<file path="src/rtl/aap_exec_regfile.sv">
// AAP 16-bit execute stage: 64 x 16 register file plus single-cycle ALU with write-back.
// Optional carry flag and ADDC/SUBC (ops 16/17) enabled by defining AAP_CARRY_EN.
module aap_exec_regfile #(
  parameter int NUM_REGS = 64,
  parameter int DATA_W   = 16
) (
  input  logic              clock,
  input  logic              reset,
  input  logic              op_valid,
  input  logic [5:0]        operationnumber,
  input  logic [2:0]        destination,
  input  logic [2:0]        source_1,
  input  logic [2:0]        source_2,
  input  logic [2:0]        unsigned_1,
  input  logic [5:0]        unsigned_2,
  input  logic [8:0]        unsigned_3,
  input  logic [5:0]        dbg_addr,
  output logic [DATA_W-1:0] dbg_data,
  output logic [DATA_W-1:0] result,
  output logic              result_valid,
  output logic              illegal_op,
  output logic              carry
);

  typedef enum logic [5:0] {
    OP_NOP   = 6'd0,
    OP_ADD   = 6'd1,
    OP_SUB   = 6'd2,
    OP_AND   = 6'd3,
    OP_OR    = 6'd4,
    OP_XOR   = 6'd5,
    OP_ASR   = 6'd6,
    OP_LSL   = 6'd7,
    OP_LSR   = 6'd8,
    OP_MOV   = 6'd9,
    OP_ADDI  = 6'd10,
    OP_SUBI  = 6'd11,
    OP_ASRI  = 6'd12,
    OP_LSLI  = 6'd13,
    OP_LSRI  = 6'd14,
    OP_MOVI  = 6'd15,
    OP_ADDC  = 6'd16,
    OP_SUBC  = 6'd17,
    OP_ADDI6 = 6'd18
  } op_e;

  logic [DATA_W-1:0] regs_q [NUM_REGS];
  logic [DATA_W-1:0] regs_d [NUM_REGS];
  logic [DATA_W-1:0] result_q, result_d;
  logic              result_valid_q, result_valid_d;
  logic              illegal_op_q, illegal_op_d;

  logic [5:0]        src1_idx, src2_idx, dst_idx;
  logic [DATA_W-1:0] op_a, op_b;
  logic [DATA_W-1:0] imm1, imm2, imm3;
  op_e               op;

  logic              op_legal;
  logic              alu_write;
  logic [DATA_W-1:0] alu_val;

  // Shared adder/subtractor; bit DATA_W is the carry-out or the borrow.
  logic              add_sub;
  logic [DATA_W-1:0] add_rhs;
  logic              add_cin;
  logic              carry_upd;
  logic [DATA_W:0]   sum;

`ifdef AAP_CARRY_EN
  logic carry_q, carry_d;
  logic carry_in;
  assign carry_in = carry_q;
`else
  logic carry_in;
  logic unused_carry;
  assign carry_in     = 1'b0;
  assign unused_carry = ^{carry_upd, sum[DATA_W]};
`endif

  assign src1_idx = {3'b000, source_1};
  assign src2_idx = {3'b000, source_2};
  assign dst_idx  = {3'b000, destination};
  assign op_a     = regs_q[src1_idx];
  assign op_b     = regs_q[src2_idx];
  assign imm1     = {{(DATA_W-3){1'b0}}, unsigned_1};
  assign imm2     = {{(DATA_W-6){1'b0}}, unsigned_2};
  assign imm3     = {{(DATA_W-9){1'b0}}, unsigned_3};
  assign op       = op_e'(operationnumber);

  always_comb begin
    op_legal  = 1'b1;
    alu_write = 1'b1;
    alu_val   = '0;
    add_sub   = 1'b0;
    add_rhs   = op_b;
    add_cin   = 1'b0;
    carry_upd = 1'b0;
    case (op)
      OP_NOP:   alu_write = 1'b0;
      OP_ADD:   carry_upd = 1'b1;
      OP_SUB:   begin add_sub = 1'b1; carry_upd = 1'b1; end
      OP_ADDI:  begin add_rhs = imm1; carry_upd = 1'b1; end
      OP_SUBI:  begin add_sub = 1'b1; add_rhs = imm1; carry_upd = 1'b1; end
      OP_ADDI6: begin add_rhs = imm2; carry_upd = 1'b1; end
`ifdef AAP_CARRY_EN
      OP_ADDC:  begin add_cin = carry_in; carry_upd = 1'b1; end
      OP_SUBC:  begin add_sub = 1'b1; add_cin = carry_in; carry_upd = 1'b1; end
`endif
      OP_AND, OP_OR, OP_XOR, OP_ASR, OP_LSL, OP_LSR,
      OP_MOV, OP_ASRI, OP_LSLI, OP_LSRI, OP_MOVI: ;
      default: begin
        op_legal  = 1'b0;
        alu_write = 1'b0;
      end
    endcase

    if (add_sub)
      sum = {1'b0, op_a} - {1'b0, add_rhs} - {{DATA_W{1'b0}}, add_cin};
    else
      sum = {1'b0, op_a} + {1'b0, add_rhs} + {{DATA_W{1'b0}}, add_cin};

    case (op)
      OP_AND:  alu_val = op_a & op_b;
      OP_OR:   alu_val = op_a | op_b;
      OP_XOR:  alu_val = op_a ^ op_b;
      OP_ASR:  alu_val = DATA_W'($signed(op_a) >>> op_b[3:0]);
      OP_LSL:  alu_val = op_a << op_b[3:0];
      OP_LSR:  alu_val = op_a >> op_b[3:0];
      OP_MOV:  alu_val = op_a;
      OP_ASRI: alu_val = DATA_W'($signed(op_a) >>> unsigned_1);
      OP_LSLI: alu_val = op_a << unsigned_1;
      OP_LSRI: alu_val = op_a >> unsigned_1;
      OP_MOVI: alu_val = imm3;
      default: alu_val = sum[DATA_W-1:0];
    endcase
  end

  // Write-back and strobes; only r0-r7 are addressable as destinations.
  always_comb begin
    regs_d         = regs_q;
    result_d       = result_q;
    result_valid_d = 1'b0;
    illegal_op_d   = 1'b0;
`ifdef AAP_CARRY_EN
    carry_d        = carry_q;
`endif
    if (op_valid) begin
      result_valid_d = op_legal;
      illegal_op_d   = ~op_legal;
      if (alu_write) begin
        regs_d[dst_idx] = alu_val;
        result_d        = alu_val;
      end
`ifdef AAP_CARRY_EN
      if (carry_upd)
        carry_d = sum[DATA_W];
`endif
    end
  end

  always_ff @(posedge clock or negedge reset) begin
    if (!reset) begin
      regs_q         <= '{default: '0};
      result_q       <= '0;
      result_valid_q <= 1'b0;
      illegal_op_q   <= 1'b0;
`ifdef AAP_CARRY_EN
      carry_q        <= 1'b0;
`endif
    end else begin
      regs_q         <= regs_d;
      result_q       <= result_d;
      result_valid_q <= result_valid_d;
      illegal_op_q   <= illegal_op_d;
`ifdef AAP_CARRY_EN
      carry_q        <= carry_d;
`endif
    end
  end

  assign dbg_data     = regs_q[dbg_addr];
  assign result       = result_q;
  assign result_valid = result_valid_q;
  assign illegal_op   = illegal_op_q;
`ifdef AAP_CARRY_EN
  assign carry        = carry_q;
`else
  assign carry        = 1'b0;
`endif

endmodule

</file>
<file path="config.mk">
export PLATFORM = sky130hd
export DESIGN_NAME = aap_exec_regfile
export DESIGN_NICKNAME = d
export VERILOG_FILES = /design/src/rtl/aap_exec_regfile.sv
export SDC_FILE = /design/constraint.sdc
export NUM_CORES = 1
export LEC_CHECK = 0
export BUFFER_PORTS_ARGS = -buffer_cell sky130_fd_sc_hd__buf_2
export CAP_MARGIN = 5
export CORE_MARGIN = 2
export CORE_UTILIZATION = 57
export DETAILED_ROUTE_END_ITERATION = 6
export GPL_TIMING_DRIVEN = 0
export PLACE_DENSITY = 0.8
export SYNTH_ARGS = -nofsm -noshare
export SYNTH_HDL_FRONTEND = slang
export SYNTH_SLANG_ARGS = --single-unit
</file>
<file path="constraint.sdc">
create_clock -name clock -period 4.85 [get_ports clock]
set_input_delay 0.97 -clock clock [delete_from_list [all_inputs] [get_ports clock]]
set_output_delay 0.97 -clock clock [all_outputs]
set_load 0.02 [all_outputs]
</file>
Yosys cells after proc, flatten, opt, wreduce, memory -nomap -nowiden

Index checks and enable logic that the tools add are counted.

Div/mod/pow operators: 0
Bitwise gates (word level): 8
Multiply operators: 0
$add $sub $neg: 2
Equality and inequality tests: 16
Mux-type cells: 20
Magnitude comparators: 5
Reduce and logical (&&, ||, !) cells: 7
Shifts and indexed selects: 6

Operator list:

| kind               | number |
|---|---|
| $bwmux 1024        | 1 |
| $bmux 16 s6        | 3 |
| $pmux 16 s11       | 1 |
| $mux 16            | 8 |
| $demux 16 s6       | 1 |
| $eq 6x4->1 const B | 8 |
| $pmux 16 s2        | 1 |
| $ge 7x7->1 const B | 4 |
| $eq 6x3->1 const B | 4 |
| $not 3->7          | 3 |
| $reduce_or 17->1   | 1 |
| $add 16x16->16     | 1 |
| $and 16x16->16     | 1 |
| $or 16x16->16      | 1 |
| $reduce_or 16->1   | 1 |
| $shl 16x3->16      | 1 |
| $shl 16x4->16      | 1 |
| $shr 16x3->16      | 1 |
| $shr 16x4->16      | 1 |
| $sshr 16x3->16     | 1 |
| $sshr 16x4->16     | 1 |
| $sub 16x16->16     | 1 |
| $xor 16x16->16     | 1 |
| $eq 6x2->1 const B | 2 |
| 10 further kinds   | 15 |

Flip-flop bits (word level): 1042
Latch bits: 0
Bits in writable memories: 0
Output and inout bits: 35
Word-level logic and storage cells: 131
Input port bits: 42
ROM bits: 0
Memories: 0

Longest topological paths before layout

Word-level depth: 9
Depth in mapped cells: 25
Depth with buffers taken out: 22

Least setup slack after synthesis

No wires, ideal clock.

Path type: input -> register
Start point: input operationnumber[0]
End point: register regs_q[975] in the netlist's numbering
Buffers on the path: 1
Setup time: 141 ps
Data required time: 4709 ps
Data arrival time: 5317 ps
Stages: 21
Setup slack: -608 ps
Cell sequence: or3b_1 > a211o_1 > clkbuf_1 > a222oi_1 > ha_1 > inv_1 > nor3_1 > and2_0 > a21boi_0 > nor3_1 > a21oi_1 > ha_1 > and4_1 > nand2_1 > o211ai_1 > a31oi_1 > o21a_1 > a2111oi_0 > nor3_2 > a21oi_4 > o22ai_2

Longest elaborated chain between the ends: 7

RTL lines:

| element                                          | RTL line | text |
|---|---|---|
| from (decl)                                      | 10       | `input logic [5:0] operationnumber,` |
| $eq 6x4->1                                       | 98       | `case (op)` |
| $reduce_or 2->1 (no source line)                 | -        |  |
| $pmux 16 s2                                      | 98       |  |
| $add 16x16->16 or $sub 16x16->16 (tied branches) | 120, 118 |  |
| $mux 16                                          | 117      | `if (add_sub)` |
| $pmux 16 s11                                     | 122      | `case (op)` |
| $bwmux 1024                                      | 151      | `regs_d[dst_idx] = alu_val;` |
| to (signal assigned)                             | 171      | `regs_q <= regs_d;` |
| to (decl)                                        | 47       | `logic [DATA_W-1:0] regs_q [NUM_REGS];` |

Several ways; a longest one is shown, not always the timed one.
A chain may end at the register's enable or synchronous reset.

Worst setup path in the final report

Start point: input source_2[2]
End point: register regs_q[991] in the netlist's numbering

Longest elaborated chain between the ends: 9

RTL lines:

| element                                          | RTL line | text |
|---|---|---|
| from (decl)                                      | 13       | `input logic [2:0] source_2,` |
| $not 3->7 (implied by the code) (*)              | 84       | `assign op_b = regs_q[src2_idx];` |
| $bmux 16 s6 (*)                                  | 84       |  |
| $mux 16 (implied by the code) (*) (2 in series)  | 84       |  |
| $pmux 16 s2                                      | 98       |  |
| $add 16x16->16 or $sub 16x16->16 (tied branches) | 120, 118 |  |
| $mux 16                                          | 117      |  |
| $pmux 16 s11 (*)                                 | 122      |  |
| $bwmux 1024 (*)                                  | 151      |  |

Mark *: on every way between the ends. The rest lies on a longest branch, timed or not. The select of a mux whose other input is x is not followed.

==> flow_metrics.tcl <==
set metrics [dict create \
    totalWireLength_um 53700 \
    vdd_ir_drop_max_mv 0.357 \
    vias 13200 \
    worst-path-buf-inv 6 \
    final_cell_mix "dfrtp_1 (146), mux2i_1 (125), nand2_1 (124)" \
    nFillCells 1721 \
    status "complete, but fails checks" \
    final_core_util 0.681 \
    hold-path-cell-count 2 \
    yosys_warnings 0 \
    drtAntennaViolNets 0 \
    synth_top_area_cell "dfrtp_1" \
    coreArea_um2 23500 \
    tritoncts "done" \
    ys.flop_type "dfrtp_1" \
    ys_types 100 \
    power_density_nw_per_um2 657 \
    die_area_um2 25100 \
    rrSetupSlack_ns 0.11 \
    critPathLaunchType "primary input" \
    routedWlPerCell_um 29.8 \
    dr.pass1.iters 6 \
    path_class "primary input to register" \
    holdBufCountCts 0 \
    drc 0 \
    drt-met1-wl_um 18600 \
    dieWidth_um 158 \
    synth-seq-cells 146 \
    holdCritPathClass "register to register" \
    failed_checks "capacitance limit, slew limit, setup timing" \
    worst_clock_skew_ns 0.0185 \
    nets 1567 \
    synth_edf_count 0 \
    stdcell_count 1806 \
    p_total_mw 10.5 \
    vias_per_cell 7.31 \
    finalMaxSlewViolations 9 \
    ys_seq_area_frac 0.269 \
    synth_nets 1428 \
    clkTransAtPathRegs_ns 0.07 \
    port_buffers 67 \
    max_stage_delay_ns 0.35 \
    slowest_stage "mux4_2" \
    hold_viol_final 0 \
    synthTopCellsByArea "dfrtp_1 (27%), mux4_2 (12%), mux2_2 (9.9%), mux2i_1 (9.3%), ha_1 (4.6%)" \
    place_hpwl_um 37300 \
    wl_met2_um 24800 \
    post-route-period-util 1.04 \
    worstPathMaxFanout 5 \
    cp_cell_sequence "clkbuf_4 > buf_8 > buf_4 > buf_4 > mux4_2 > mux2_4 > nand2b_2 > o31a_1 > nor4_4 > buf_4 > nor2_1 > xnor2_1 > ha_1 > a21o_1 > a21o_1 > a21oi_2 > o21a_2 > and4b_1 > nor4_4 > a21oi_4 > clkbuf_16 > o21ai_4" \
    r2r-start "regs_q[992]$_DFFE_PN0P_" \
    grt_max_degree 85 \
    timing.final.ws_setup_ns -0.207 \
    synthToLayoutAreaGrowth_pct 17.7 \
    gp_congestion 0.987 \
    synth_area_um2 13600 \
    mostFrequentLayoutCell "dfrtp_1" \
    drive_gt1_frac 0.355 \
    worstMarginPinSlew_ns 1.54 \
    fin_crit_ns 5.06 \
    cts_made_buffers 17 \
    clock-root-buffer "clkbuf_16" \
    met3WireLength_um 5490 \
    rows 56 \
    die_h_um 158 \
    dp_cells 1724 \
    hp-start "result[4]$_DFFE_PN0P_" \
    place_area_um2 14500 \
    antenna_found_initial 1 \
    synth_cells 1335 \
    synth_top_area_frac 0.269 \
    highest_layer "met4" \
    drv_cap 1 \
    path_delay_family "compound AO/OA/AOI/OAI gates" \
    grt_pass1_vias 13100 \
    start_util 0.579 \
    drtIter0Drc 1739 \
    clk_latency_ns 0.44 \
    maxSlewHeadroom -0.0350 \
    p_leak_nw 7.05 \
    synth_area_per_cell_um2 10.2 \
    whs_endpoint "result[4]$_DFFE_PN0P_" \
    cp.arrival_ns 5.40 \
    cts_sinks 146 \
    clk_path_buf_depth 2 \
    htreeDepth 4 \
    end_kind "register" \
    r2r_end "regs_q[991]$_DFFE_PN0P_" \
    grt_pass1_wl_um 79000 \
    rsz0062_at_grt "true" \
    crit_path_frequent_cell "buf_4" \
    required_ns 5.20 \
    setup_viol 27 \
    overflow 0 \
    fmaxAchievable_mhz 198 \
    grt_use_total 0.428 \
    final_area_um2 16000 \
    num_io_pins 77 \
    worstRegToRegCells 21 \
    synthArstFlopShare 1.00 \
]
-- layout make-up --
type / instances / area, um2 / share of cell area
diodes: 1 / 2.50 / 0.000156
plain buffers: 85 / 534 / 0.0334
clock buffers: 17 / 425 / 0.0266
clock inverters: 14 / 178 / 0.0111
inverters: 47 / 195 / 0.0122
multi-input cells: 1056 / 9730 / 0.609
flip-flops and latches: 146 / 3650 / 0.228
well taps: 319 / 399 / 0.0250
repair buffers: 121 / 871 / 0.0545
-- flip-flops by register name, summed over array words and instances (netlist names) --
register,count
illegal_op,1
result_valid,1
regs_q,128
result,16
-- metrics by stage --
stage / TNS [ns] / hold slack (ns) / worst slack (ns)
after floorplan: -2.36 / 0.478 / -0.303
after global placement: -96.92 / 0.461 / -1.31
after detailed placement: -87.12 / 0.471 / -1.35
after CTS: -4.07 / 0.485 / -0.274
after global routing: -5.47 / 0.506 / -0.325
final: -2.62 / 0.483 / -0.207
-- Yosys cell counts, types with 5 or more instances --
master    number
xnor2_1       19
buf_1          7
o21a_1         5
a221o_1        7
inv_2          5
a21oi_1       59
a221oi_1      15
buf_4         13
nor3_1        27
nor2b_1        7
o211ai_1      17
mux2_2       120
clkbuf_1      40
mux2i_4        5
nor4_1         5
mux2_4        11
o22ai_2        6
o22ai_1       16
nand2_1      125
or3_1          5
xor2_1         5
buf_2         16
mux2i_1      126
a31oi_1       13
nor2_1        95
dfrtp_1      146
a21o_1         8
and2_1         7
o221ai_1       8
o21ai_0       45
a22oi_1       20
o21ai_2        5
inv_1         36
ha_1          50
a211oi_1      12
o31ai_1        8
buf_6          9
and3_1         5
nand2b_1      18
nand3_1       10
mux4_2        74
-- routing by layer --
metal  track usage  vias to the layer above
met3        0.0901                      327
met1         0.505                     6428
met2         0.689                     1086
li1              -                     5355
met4         0.324                        0
met5             0                        -
-- how the worst max path moves through the flow --
| stage | from | to | slack (ns) | cells past startpoint |
|---|---|---|---|---|
| after floorplan | operationnumber[0] | regs_q[911]$_DFFE_PN0P_ | -0.30 | 21 |
| after global placement | operationnumber[2] | regs_q[911]$_DFFE_PN0P_ | -1.31 | 17 |
| after detailed placement | operationnumber[4] | regs_q[943]$_DFFE_PN0P_ | -1.35 | 23 |
| after CTS | operationnumber[3] | regs_q[943]$_DFFE_PN0P_ | -0.27 | 25 |
| after global routing | source_2[2] | regs_q[991]$_DFFE_PN0P_ | -0.33 | 21 |
| final | source_2[2] | regs_q[991]$_DFFE_PN0P_ | -0.21 | 22 |
-- power by group --
group | leakage (nW) | internal [mW] | switching, mW
registers | 1.87 | 1.72 | 0.582
logic | 4.88 | 2.86 | 3.96
clock network | 0.300 | 0.816 | 0.570
-- timing repair --
action	CTS	global route
gates cloned	3	1
setup buffers	32	15
endpoints found under the setup margin	92	96
pin swaps	25	37
resized for setup	52	67
-- cells by family after synthesis --
logic type	Yosys count	synth area share
mux	339	0.338
fa+ha+maj	51	0.0475
xor+xnor	24	0.0155
simple gates	346	0.124
flops	146	0.269
compound gates	294	0.156
other cells	1	0.000276
buf+inv	134	0.0500
-- worst min-delay path, delay by kind of cell, from the launching register on --
family,cells,cell delay [ns]
simple gates,1,0.05
compound gates,1,0.06
flops,1,0.34
(Power assumes the default switching activity.)
